<file path="src/rtl/instr_loader.sv">
// Byte-stream instruction loader: assembles big-endian 24-bit words, writes them
// into instruction memory and releases the CPU only after a matching XOR checksum.
module instr_loader #(
  parameter logic [23:0] BASE_ADDR = 24'd10,
  parameter logic [23:0] ADDR_STEP = 24'd3
) (
  input  logic        Clock,
  input  logic        Reset,
  input  logic        start,
  input  logic [7:0]  word_count,
  input  logic        byte_valid,
  input  logic [7:0]  byte_data,
  output logic        byte_ready,
  output logic        mem_we,
  output logic [23:0] mem_addr,
  output logic [23:0] mem_wdata,
  output logic        cpu_hold,
  output logic        done,
  output logic        err,
  output logic [2:0]  dbg_state
);

  // Handshake: a byte moves on a rising edge only when byte_valid and byte_ready
  // are both 1; byte_ready depends on state alone, never on byte_valid.
  typedef enum logic [2:0] {
    IDLE  = 3'd0,
    LOAD  = 3'd1,
    WRITE = 3'd2,
    CHECK = 3'd3,
    DONE  = 3'd4,
    ERR   = 3'd5
  } state_t;

  state_t      state;
  logic [1:0]  byte_idx;
  logic [7:0]  word_idx;
  logic [7:0]  count;
  logic [7:0]  csum;
  logic [15:0] word_buf;
  logic [23:0] addr_acc;
  logic [7:0]  word_idx_nxt;

  assign word_idx_nxt = word_idx + 8'd1;
  assign byte_ready   = (state == LOAD) || (state == CHECK);
  // Hold rises in the same cycle a restart is requested from DONE.
  assign cpu_hold     = (state != DONE) || start;
  assign dbg_state    = state;

  always_ff @(posedge Clock or posedge Reset) begin
    if (Reset) begin
      state     <= IDLE;
      byte_idx  <= 2'd0;
      word_idx  <= 8'd0;
      count     <= 8'd0;
      csum      <= 8'd0;
      word_buf  <= 16'd0;
      addr_acc  <= BASE_ADDR;
      mem_we    <= 1'b0;
      mem_addr  <= 24'd0;
      mem_wdata <= 24'd0;
      done      <= 1'b0;
      err       <= 1'b0;
    end else begin
      case (state)
        IDLE, DONE, ERR: begin
          if (start) begin
            count    <= word_count;
            byte_idx <= 2'd0;
            word_idx <= 8'd0;
            csum     <= 8'd0;
            addr_acc <= BASE_ADDR;
            done     <= 1'b0;
            err      <= 1'b0;
            state    <= (word_count != 8'd0) ? LOAD : CHECK;
          end
        end
        LOAD: begin
          if (byte_valid) begin
            csum <= csum ^ byte_data;
            case (byte_idx)
              2'd0: begin
                word_buf[15:8] <= byte_data;
                byte_idx       <= 2'd1;
              end
              2'd1: begin
                word_buf[7:0] <= byte_data;
                byte_idx      <= 2'd2;
              end
              default: begin
                mem_wdata <= {word_buf, byte_data};
                mem_addr  <= addr_acc;
                mem_we    <= 1'b1;
                byte_idx  <= 2'd0;
                state     <= WRITE;
              end
            endcase
          end
        end
        WRITE: begin
          mem_we   <= 1'b0;
          word_idx <= word_idx_nxt;
          addr_acc <= addr_acc + ADDR_STEP;
          state    <= (word_idx_nxt == count) ? CHECK : LOAD;
        end
        CHECK: begin
          if (byte_valid) begin
            if (byte_data == csum) begin
              done  <= 1'b1;
              state <= DONE;
            end else begin
              err   <= 1'b1;
              state <= ERR;
            end
          end
        end
        default: state <= IDLE;
      endcase
    end
  end

endmodule
</file>
<file path="config.mk">
export PLATFORM = sky130hd
export DESIGN_NAME = instr_loader
export DESIGN_NICKNAME = d
export VERILOG_FILES = /design/src/rtl/instr_loader.sv
export SDC_FILE = /design/constraint.sdc
export NUM_CORES = 1
export LEC_CHECK = 0
export ABC_CLOCK_PERIOD_IN_PS = 4350
export BUFFER_PORTS_ARGS = -buffer_cell sky130_fd_sc_hd__buf_2
export CAP_MARGIN = 25
export CORE_MARGIN = 4
export CORE_UTILIZATION = 35
export CTS_CLUSTER_SIZE = 16
export DETAILED_ROUTE_END_ITERATION = 8
export GPL_ROUTABILITY_DRIVEN = 0
export GPL_TIMING_DRIVEN = 0
export PLACE_DENSITY = 0.55
export RECOVER_POWER = 100
export SKIP_CTS_REPAIR_TIMING = 1
export SYNTH_ARGS = -nofsm -noshare
export SYNTH_HDL_FRONTEND = slang
export SYNTH_SLANG_ARGS = --single-unit
</file>
<file path="constraint.sdc">
create_clock -name Clock -period 4.35 [get_ports Clock]
set_input_delay 0.2175 -clock Clock [delete_from_list [all_inputs] [get_ports Clock]]
set_output_delay 0.2175 -clock Clock [all_outputs]
set_load 0.02 [all_outputs]
</file>
Yosys cells after proc, flatten, opt, wreduce, memory -nomap -nowiden --
Index checks and enable logic that the tools add are counted.
Storage, ports and cells: bits in writable memories 0, ROM bits 0, bits in latches 0, memories kept 0, output and inout bits 56, flip-flop bits (word level) 120
Cells by class: shift operators 0, magnitude comparators 0, bitwise logic cells 2, divide/modulo/power cells 0, eq/ne operators 15, muxes and demuxes 28, reductions and logical operators 21, multipliers 0, $add $sub $neg 2
Operators by type and width (number):
- $pmux 24 s2 | 1
- $pmux 8 s2 | 2
- $add 24x2->24 const B | 1
- $mux 24 | 1
- $eq 8x8->1 | 2
- $mux 8 | 2
- $reduce_and 3->1 | 5
- $mux 3 | 4
- $pmux 3 s4 | 1
- $reduce_and 4->1 | 3
- $ne 2x2->1 const B | 5
- $add 8x1->8 const B | 1
- $mux 1 | 8
- $mux 2 | 4
- $pmux 2 s2 | 2
- $reduce_bool 2->1 | 4
- $reduce_bool 8->1 | 1
- $xor 8x8->8 | 1
- $eq 3x2->1 const B | 2
- $eq 3x3->1 const B | 2
- $pmux 1 s2 | 3
- $reduce_and 2->1 | 2
- $eq 3x1->1 const B | 1
- $logic_not 3->1 | 1
- 8 further kinds | 9

Logic depth before layout (Yosys ltp) --
Gate-level depths: netlist of run 1.
word-level depth 5, gate-level depth with buffers 8

Worst setup path before layout of run 1 --
OpenSTA, ideal clock, no wires.
path kind register to register, from register state[2] (netlist: dbg_state[2]), to register word_buf[10], stages on the path, launching flop included 7, data required time 4.225 ns, buffers on the path 1, path slack 2.468 ns, clock period less this slack 1.882 ns, setup time 0.125 ns, arrival 1.757 ns, cells stage by stage dfrtp_1 > buf_6 > nand2b_4 > inv_2 > nand3_2 > nor3_4 > mux2_2
Between the ends: longest elaborated chain between the ends 2
Ends and longest elaborated chain:
- from (decl) | line 34 | state_t state;
- from (signal assigned) | line 74 | state <= (word_count != 8'd0) ? LOAD : CHECK;
- from (signal assigned) | line 103 | state <= (word_idx_nxt == count) ? CHECK : LOAD;
- $eq 3x1->1 | line 64 | case (state)
- $reduce_and 3->1 (no source line)
- to (signal assigned) | line 82 | word_buf[15:8] <= byte_data;
- to (decl) | line 39 | logic [15:0] word_buf;
No other way between the ends. A chain may end at the register's enable or synchronous reset.

Worst setup path after layout of run 1 --
from register state[1] (netlist: dbg_state[1]), to register addr_acc[12]
Between the ends: longest elaborated chain between the ends 4
Ends and longest elaborated chain:
- $eq 3x3->1 or $logic_not 3->1 (tied branches) | line 64
- $reduce_or 3->1 | line 64
- $ne 2x2->1 (no source line) or $reduce_bool 2->1 (tied branches)
- $reduce_and 2->1 (no source line)
- to (signal assigned) | line 102 | addr_acc <= addr_acc + ADDR_STEP;
- to (decl) | line 40 | logic [23:0] addr_acc;
Parallel ways exist; a longest one is shown, timed or not.

==> flow_metrics.env, run 1 <==
export IMPL_die_x_um=131.7
export IMPL_netlist_area_mm2=0.005354
export IMPL_use_met3_pct=5.237
export IMPL_grt_pass1_wl_mm=20.74
export IMPL_cap_violations=1
export IMPL_grt_pass1_vias=4058
export IMPL_critPathArrivalTime_ps=3110
export IMPL_worst_ir_drop_vdd_uv=362.7
export IMPL_hold_path_class="in2reg"
export IMPL_outcome="finished, violations left"
export IMPL_critPathMaxFanout=10
export IMPL_maxSlewViolCount=59
export IMPL_use_met2_pct=23.35
export IMPL_grt_busiest_layer="met2"
export IMPL_initial_utilization_pct=36.29
export IMPL_die_y_um=131.7
export IMPL_cpPeakStageDelay_ps=1080
export IMPL_fin_crit_sh_pct=64.84
export IMPL_synth_edf_count=0
export IMPL_tightestPinTransition_ps=2721
export IMPL_cts_root_buf="clkbuf_16"
export IMPL_ys_types=55
export IMPL_ant_nets=0
export IMPL_muxShareOfSynthArea_pct=13.76
export IMPL_synthAdderAreaFrac_pct=0.4674
export IMPL_required_ps=4640
export IMPL_htreeDepth=4
export IMPL_top_level_ports=76
export IMPL_final_setup_viol_count=0
export IMPL_fin_util_pct=43.85
export IMPL_synthCells=470
export IMPL_timing_final_crit_period_ps=2820
export IMPL_max_slew_margin_rel_pct=-82.41
export IMPL_core_mm2=0.01475
export IMPL_synth_top_family_by_area="simple AND/OR/NAND/NOR gates"
export IMPL_post_dp_hpwl_mm=8.736
export IMPL_drc=0
export IMPL_avgSynthCellArea_um2=11.39
export IMPL_dieArea_mm2=0.01734
export IMPL_place_area_mm2=0.005992
export IMPL_skew_ps=9.429
export IMPL_grt_ovfl_total=0
export IMPL_wl_per_cell_um=16.26
export IMPL_synth_compound_area_share_pct=10.19
export IMPL_nets=588
export IMPL_ys_warn_count=0
export IMPL_hold_viol_final=0
export IMPL_clk_latency_ps=410
export IMPL_cts_buffers=17
export IMPL_yosysSeqAreaShare_pct=56.13
export IMPL_rows=44
export IMPL_drt_pass1_iterations=5
export IMPL_powerDensity_mw_per_mm2=717.9
export IMPL_layout_area_overhead_vs_synth_pct=20.85
export IMPL_start_kind="register"
export IMPL_final_layout_size_suffix_gt1_share_pct=20.90
export IMPL_synth_nets=492
export IMPL_rsz0062_at_grt="no"
export IMPL_groute_usage_overall_pct=14.93
export IMPL_crit_path_end_kind="register"
export IMPL_synth_flop_cell="dfrtp_1"
export IMPL_fmax_mhz=354.6
export IMPL_yosys_register_bits=120
export IMPL_post_drt_via_cell_ratio=5.142
export IMPL_cts_tree="done"
export IMPL_ys_async_sr_fraction_pct=100.0
export IMPL_synth_simple_area_share_pct=14.56
export IMPL_drt_wl_total_mm=12.41
export IMPL_critical_path_cell_chain="clkbuf_1 -> nor3b_1 -> and4_1 -> and2_0 -> nand4_1 -> mux2i_1"
export IMPL_num_vias=3923
export IMPL_stdcell_area_mm2=0.006470
export IMPL_p_leak_nw=2.816
export IMPL_critPathKind="reg2reg"
export IMPL_grt_use_met1_pct=18.86
export IMPL_path_clk_slew_ps=60
export IMPL_violations="max-capacitance violations, max-slew violations"
export IMPL_critPathSlowestCell="nor3b_1"
export IMPL_drt_iter0_drc=295
export IMPL_synth_xor_area_share_pct=1.963
export IMPL_cts_sinks=120
export IMPL_grt_max_degree=63
export IMPL_diodes=0
export IMPL_antenna_found_initial=0
export IMPL_hold_slack_ps=10.79
export IMPL_portBuffers=75
export IMPL_ctsLongestPathBuffers=2
power breakdown:
part / internal (mW) / leakage [nW] / total [mW] / switching (mW)
logic: 0.573 / 1.01 / 1.46 / 0.889
clock network: 0.870 / 0.267 / 1.38 / 0.508
registers: 1.53 / 1.54 / 1.80 / 0.272
final timing paths:
path / endpoint / start / slack (ps) / cells after the start
min reg2reg: addr_acc[23]$_DFFE_PP0P_ / addr_acc[23]$_DFFE_PP0P_ / 480 / 1
max in group asynchronous: word_idx[7]$_DFFE_PP0P_ / Reset / 2030 / 3
min in group asynchronous: mem_wdata[3]$_DFFE_PP0P_ / Reset / 1100 / 3
min: count[4]$_DFFE_PP0P_ / word_count[4] / 10 / 3
max reg2reg: addr_acc[12]$_DFFE_PP0P_ / dbg_state[1]$_DFFE_PP0P_ / 1530 / 6
max: addr_acc[12]$_DFFE_PP0P_ / dbg_state[1]$_DFFE_PP0P_ / 1530 / 6
layer usage:
| metal | vias up | share of wire, % |
|---|---|---|
| li1 | 1874 | - |
| met5 | - | 0 |
| met3 | 18 | 5.5 |
| met4 | 0 | 2.0 |
| met1 | 1922 | 46 |
| met2 | 109 | 47 |
cells in the final DEF (no fill, tap or decap), types with 2 or more instances in the layout:
| cell type | count |
|---|---|
| nor2_1 | 23 |
| clkinvlp_4 | 6 |
| nor3_1 | 2 |
| and2_0 | 3 |
| o211ai_1 | 8 |
| nor4_1 | 4 |
| mux2_2 | 60 |
| o41ai_1 | 2 |
| dfrtp_1 | 118 |
| clkinv_2 | 2 |
| and2_1 | 2 |
| o2111ai_1 | 2 |
| o31ai_1 | 11 |
| nand2_1 | 56 |
| inv_1 | 10 |
| xor2_1 | 9 |
| xnor2_1 | 3 |
| and4_1 | 2 |
| ha_1 | 2 |
| nand4_1 | 8 |
| clkbuf_16 | 17 |
| mux2i_1 | 5 |
| clkbuf_1 | 75 |
| buf_2 | 19 |
| o311ai_0 | 2 |
| o21ai_0 | 46 |
| nor3b_1 | 4 |
| nand3_1 | 23 |
| nand2b_1 | 14 |
| a21oi_1 | 9 |
| clkbuf_8 | 3 |
| bufinv_16 | 2 |
per-stage QoR:
stage,setup TNS [ps],power [mW],setup slack [ps],cells
2_1_floorplan,0,2.858,950.0,470
3_3_place_gp,-57810,3.318,-496.2,729
3_5_place_dp,0,3.380,2264,730
4_1_cts,0,4.781,2247,762
5_1_grt,0,4.955,1305,763
6_report,0,4.645,1530,763
sequential cells by signal, indices dropped and copies added (netlist names):
signal     flops
addr_acc      24
byte_idx       2
count          8
csum           8
dbg_state      3
done           1
err            1
mem_addr      24
mem_wdata     24
mem_we         1
word_buf      16
word_idx       8
cell type report:
class                      instances  area, um2
tap                              184      230.2
clock buffer                      21      460.4
buffer                            20      96.34
clock inverter                    11      123.9
fill                            1420       8284
multi-input combinational        319       2168
sequential                       120       3005
timing repair buffer              77      342.8
inverter                          11      42.54
synthesized netlist by cell type (all sizes together) (8+ instances only):
cell    number  area, um2
mux2        61      686.9
o211ai       8      65.06
buf         10      67.56
nand2       57      221.5
a21oi        9      45.04
o31ai       12      95.09
nand4        8      56.30
clkbuf      10      47.54
xor2         9      78.83
dfrtp      118       2953
nand3       23      120.1
nand2b      15      101.3
nor2        24      92.59
inv         11      41.29
o21ai       46      230.2
kinds of logic after synthesis:
logic type | count (synthesis)
and+or+nand+nor | 151
DFF | 120
AOI/OAI and AO/OA | 88
muxes | 66
buffers and inverters | 31
xor gates and xnor gates | 12
adders and majority gates | 2
worst max-delay path, delay by kind of cell (launching register included):
kind	cells	cell delay (ps)
AND/OR/NAND/NOR	4	1890
flip-flops	1	350
buffers and inverters	1	300
multiplexers	1	140
No activity file was read; power rests on OpenSTA's default activity.
==> run 2: changes to the inputs <==
--- a/config.mk
+++ b/config.mk
@@ -5,7 +5,8 @@
 export SDC_FILE = /design/constraint.sdc
 export NUM_CORES = 1
 export LEC_CHECK = 0
-export ABC_CLOCK_PERIOD_IN_PS = 4350
+export ABC_AREA = 1
+export ABC_CLOCK_PERIOD_IN_PS = 2800
 export BUFFER_PORTS_ARGS = -buffer_cell sky130_fd_sc_hd__buf_2
 export CAP_MARGIN = 25
 export CORE_MARGIN = 4
==> constraint.sdc (replaced) <==
create_clock -name Clock -period 2.8 [get_ports Clock]
set_input_delay 0.14 -clock Clock [delete_from_list [all_inputs] [get_ports Clock]]
set_output_delay 0.14 -clock Clock [all_outputs]
set_load 0.02 [all_outputs]
==> run 2 against run 1 <==
  * The flow finishes with violations (negative hold slack)
  * Via count is 10% higher
  * Global-route usage is 1.0 points higher
  * Clock power up 38%
  * Sequential share of layout area is essentially flat
  * Largest power group unchanged
  * Register-to-register slack worse by 860 ps
==> flow_metrics.env, run 2 <==
export IMPL_drt_iter0_drc=255
export IMPL_combPwrFrac_pct=30.0
export IMPL_final_setup_tns_ps=0
export IMPL_yosys_area_top_type="dfrtp_1"
export IMPL_portBuffers=75
export IMPL_cpPeakStageDelay_ps=400
export IMPL_yosysSeqAreaShare_pct=56.11
export IMPL_fmax_mhz=468.9
export IMPL_crit_family="simple AND/OR/NAND/NOR gates"
export IMPL_final_cell_mix="nand2_1 (148), dfrtp_1 (118), o21ai_0 (78)"
export IMPL_crit_buf_inv=3
export IMPL_synth_top_area_share_pct=55.13
export IMPL_final_setup_viol_count=0
export IMPL_power_mw=6.493
export IMPL_critPathArrivalTime_ps=2450
export IMPL_critPathSlowestCell="dfrtp_1"
export IMPL_core_mm2=0.01475
export IMPL_yosys_top_cells_count="nand2_1 (146), dfrtp_1 (118), o21ai_0 (72)"
export IMPL_cap_violations=0
export IMPL_rsz0062_at_grt="no"
export IMPL_wl_per_cell_um=14.88
export IMPL_synthCells=586
export IMPL_drt_wl_total_mm=13.17
export IMPL_required_ps=3120
export IMPL_cts_sinks=120
export IMPL_drc=0
export IMPL_skew_ps=8.464
export IMPL_synth_nets=608
export IMPL_die_y_um=131.7
export IMPL_synth_flop_cell="dfrtp_1"
export IMPL_rows=44
export IMPL_hold_path_class="in2reg"
export IMPL_dieArea_mm2=0.01735
export IMPL_cp_num_cells=8
export IMPL_cts_tree="done"
export IMPL_tightestPinTransition_ps=960.6
export IMPL_diodes=0
export IMPL_htreeDepth=4
export IMPL_hold_viol_final=3
export IMPL_p_int_mw=4.083
export IMPL_synth_area_top_cells="dfrtp_1 (55%), nand2_1 (10%), o21ai_0 (6.7%)"
export IMPL_timing_final_crit_period_ps=2133
export IMPL_critPathKind="reg2reg"
export IMPL_violations="negative hold slack"
export IMPL_crit_path_end_kind="register"
export IMPL_maxSlewViolCount=0
export IMPL_max_slew_margin_rel_pct=35.96
export IMPL_final_layout_size_suffix_gt1_share_pct=12.98
export IMPL_synth_edf_count=0
export IMPL_nets=711
export IMPL_mostFrequentLayoutCell="nand2_1"
export IMPL_initial_utilization_pct=36.30
export IMPL_power_frac_seq_pct=40.7
export IMPL_hold_slack_ps=-25.29
export IMPL_cts_root_buf="clkbuf_16"
export IMPL_layout_area_overhead_vs_synth_pct=20.72
export IMPL_post_dp_hpwl_mm=9.631
export IMPL_critPathMaxFanout=10
export IMPL_yosys_register_bits=120
export IMPL_synth_most_common_cell="nand2_1"
export IMPL_ys_async_sr_fraction_pct=100.0
export IMPL_top_level_ports=76
export IMPL_grt_pass1_vias=4319
export IMPL_clk_latency_ps=420
export IMPL_cts_buffers=17
export IMPL_switchingPower_mw=2.410
export IMPL_fin_crit_sh_pct=76.16
export IMPL_antenna_found_initial=0
export IMPL_reg2reg_depth=8
export IMPL_drt_pass1_iterations=5
export IMPL_outcome="finished, violations left"
export IMPL_num_vias=4316
export IMPL_top_regs="addr_acc (24), mem_addr (24), mem_wdata (24)"
export IMPL_avgSynthCellArea_um2=9.141
export IMPL_post_drt_via_cell_ratio=4.877
export IMPL_path_clk_slew_ps=50
export IMPL_ys_warn_count=0
export IMPL_die_x_um=131.7
export IMPL_start_kind="register"
export IMPL_p_clk_share_pct=29.2
export IMPL_netlist_area_mm2=0.005356
export IMPL_groute_usage_overall_pct=15.93
export IMPL_grt_ovfl_total=0
export IMPL_p_leak_nw=3.038
export IMPL_critical_path_cell_chain="inv_1 -> nand2_1 -> nor2_1 -> clkinv_1 -> nor2_4 -> nand3_1 -> buf_6 -> o21ai_0"
export IMPL_grt_pass1_wl_mm=22.24
export IMPL_worst_ir_drop_vdd_uv=490.8
export IMPL_grt_max_degree=41
export IMPL_ant_nets=0
export IMPL_ctsLongestPathBuffers=2
export IMPL_ys_types=35
export IMPL_holdPathStages=3
export IMPL_powerDensity_mw_per_mm2=1004
export IMPL_switching_share_pct=37.11
## run 2: stage by stage
| step | area (um2) | instances | utilization (%) | worst slack, ps | hold WS [ps] |
|---|---|---|---|---|---|
| floorplan | 5360 | 586 | - | 1192 | 256.6 |
| global placement | 5966 | 845 | 40.43 | 361.6 | 362.7 |
| detailed placement | 6026 | 848 | 40.84 | 1042 | 98.86 |
| CTS | 6541 | 879 | 44.34 | 1028 | -338.0 |
| global route | 6466 | 885 | 43.83 | 435.8 | 5.775 |
| finish | 6466 | 885 | 43.83 | 667.4 | -25.29 |
## run 2: worst register-to-register path, cell delays in order (launching register included)
cell      delay, ps
dfrtp_1         400
inv_1           110
nand2_1         110
nor2_1          230
clkinv_1        180
nor2_4          190
nand3_1         370
buf_6           280
o21ai_0         170
## run 2: final timing paths
kind	start	to	slack, ps
worst max-delay path	dbg_state[2]$_DFFE_PP0P_	word_buf[6]$_DFFE_PP0P_	670
worst max register to register	dbg_state[2]$_DFFE_PP0P_	word_buf[6]$_DFFE_PP0P_	670
min in group asynchronous	Reset	word_buf[1]$_DFFE_PP0P_	260
worst min register to register	word_buf[2]$_DFFE_PP0P_	word_buf[2]$_DFFE_PP0P_	480
worst min-delay path	word_count[5]	count[5]$_DFFE_PP0P_	-30
max in group asynchronous	Reset	csum[4]$_DFFE_PP0P_	1290
## run 2: cell type report
cell class	instances	area, um2
clock buffers	21	460.4
plain buffers	16	77.57
repair buffers	84	410.4
flip-flops and latches	120	3005
clock inverters	10	55.05
well taps	184	230.2
multi-input cells	383	1974
inverters	67	252.7
fillers	1464	8288
## run 2: routing by layer
layer | GRT usage [%] | wire (um) | up-vias
li1 | - | - | 2138
met3 | 4.090 | 502 | 19
met2 | 25.30 | 6179 | 87
met4 | 6.184 | 201 | 0
met5 | 0 | 0 | -
met1 | 20.97 | 6283 | 2072
## run 2: logic make-up after synthesis
family / synth area share [%]
compound gates: 9.554
xor+xnor: 1.472
fa+ha+maj: 0.4671
buf+inv: 6.284
flops: 56.11
mux: 5.256
simple gates: 20.86
## run 2: power groups by stage
stage / registers (mW) / clock network (mW) / logic (mW)
floorplan: 2.95 / 0 / 1.08
finish: 2.64 / 1.90 / 1.95
CTS: 2.65 / 1.94 / 2.11
global route: 2.72 / 2.03 / 2.20
global placement: 2.65 / 0 / 2.04
detailed placement: 2.67 / 0 / 2.09
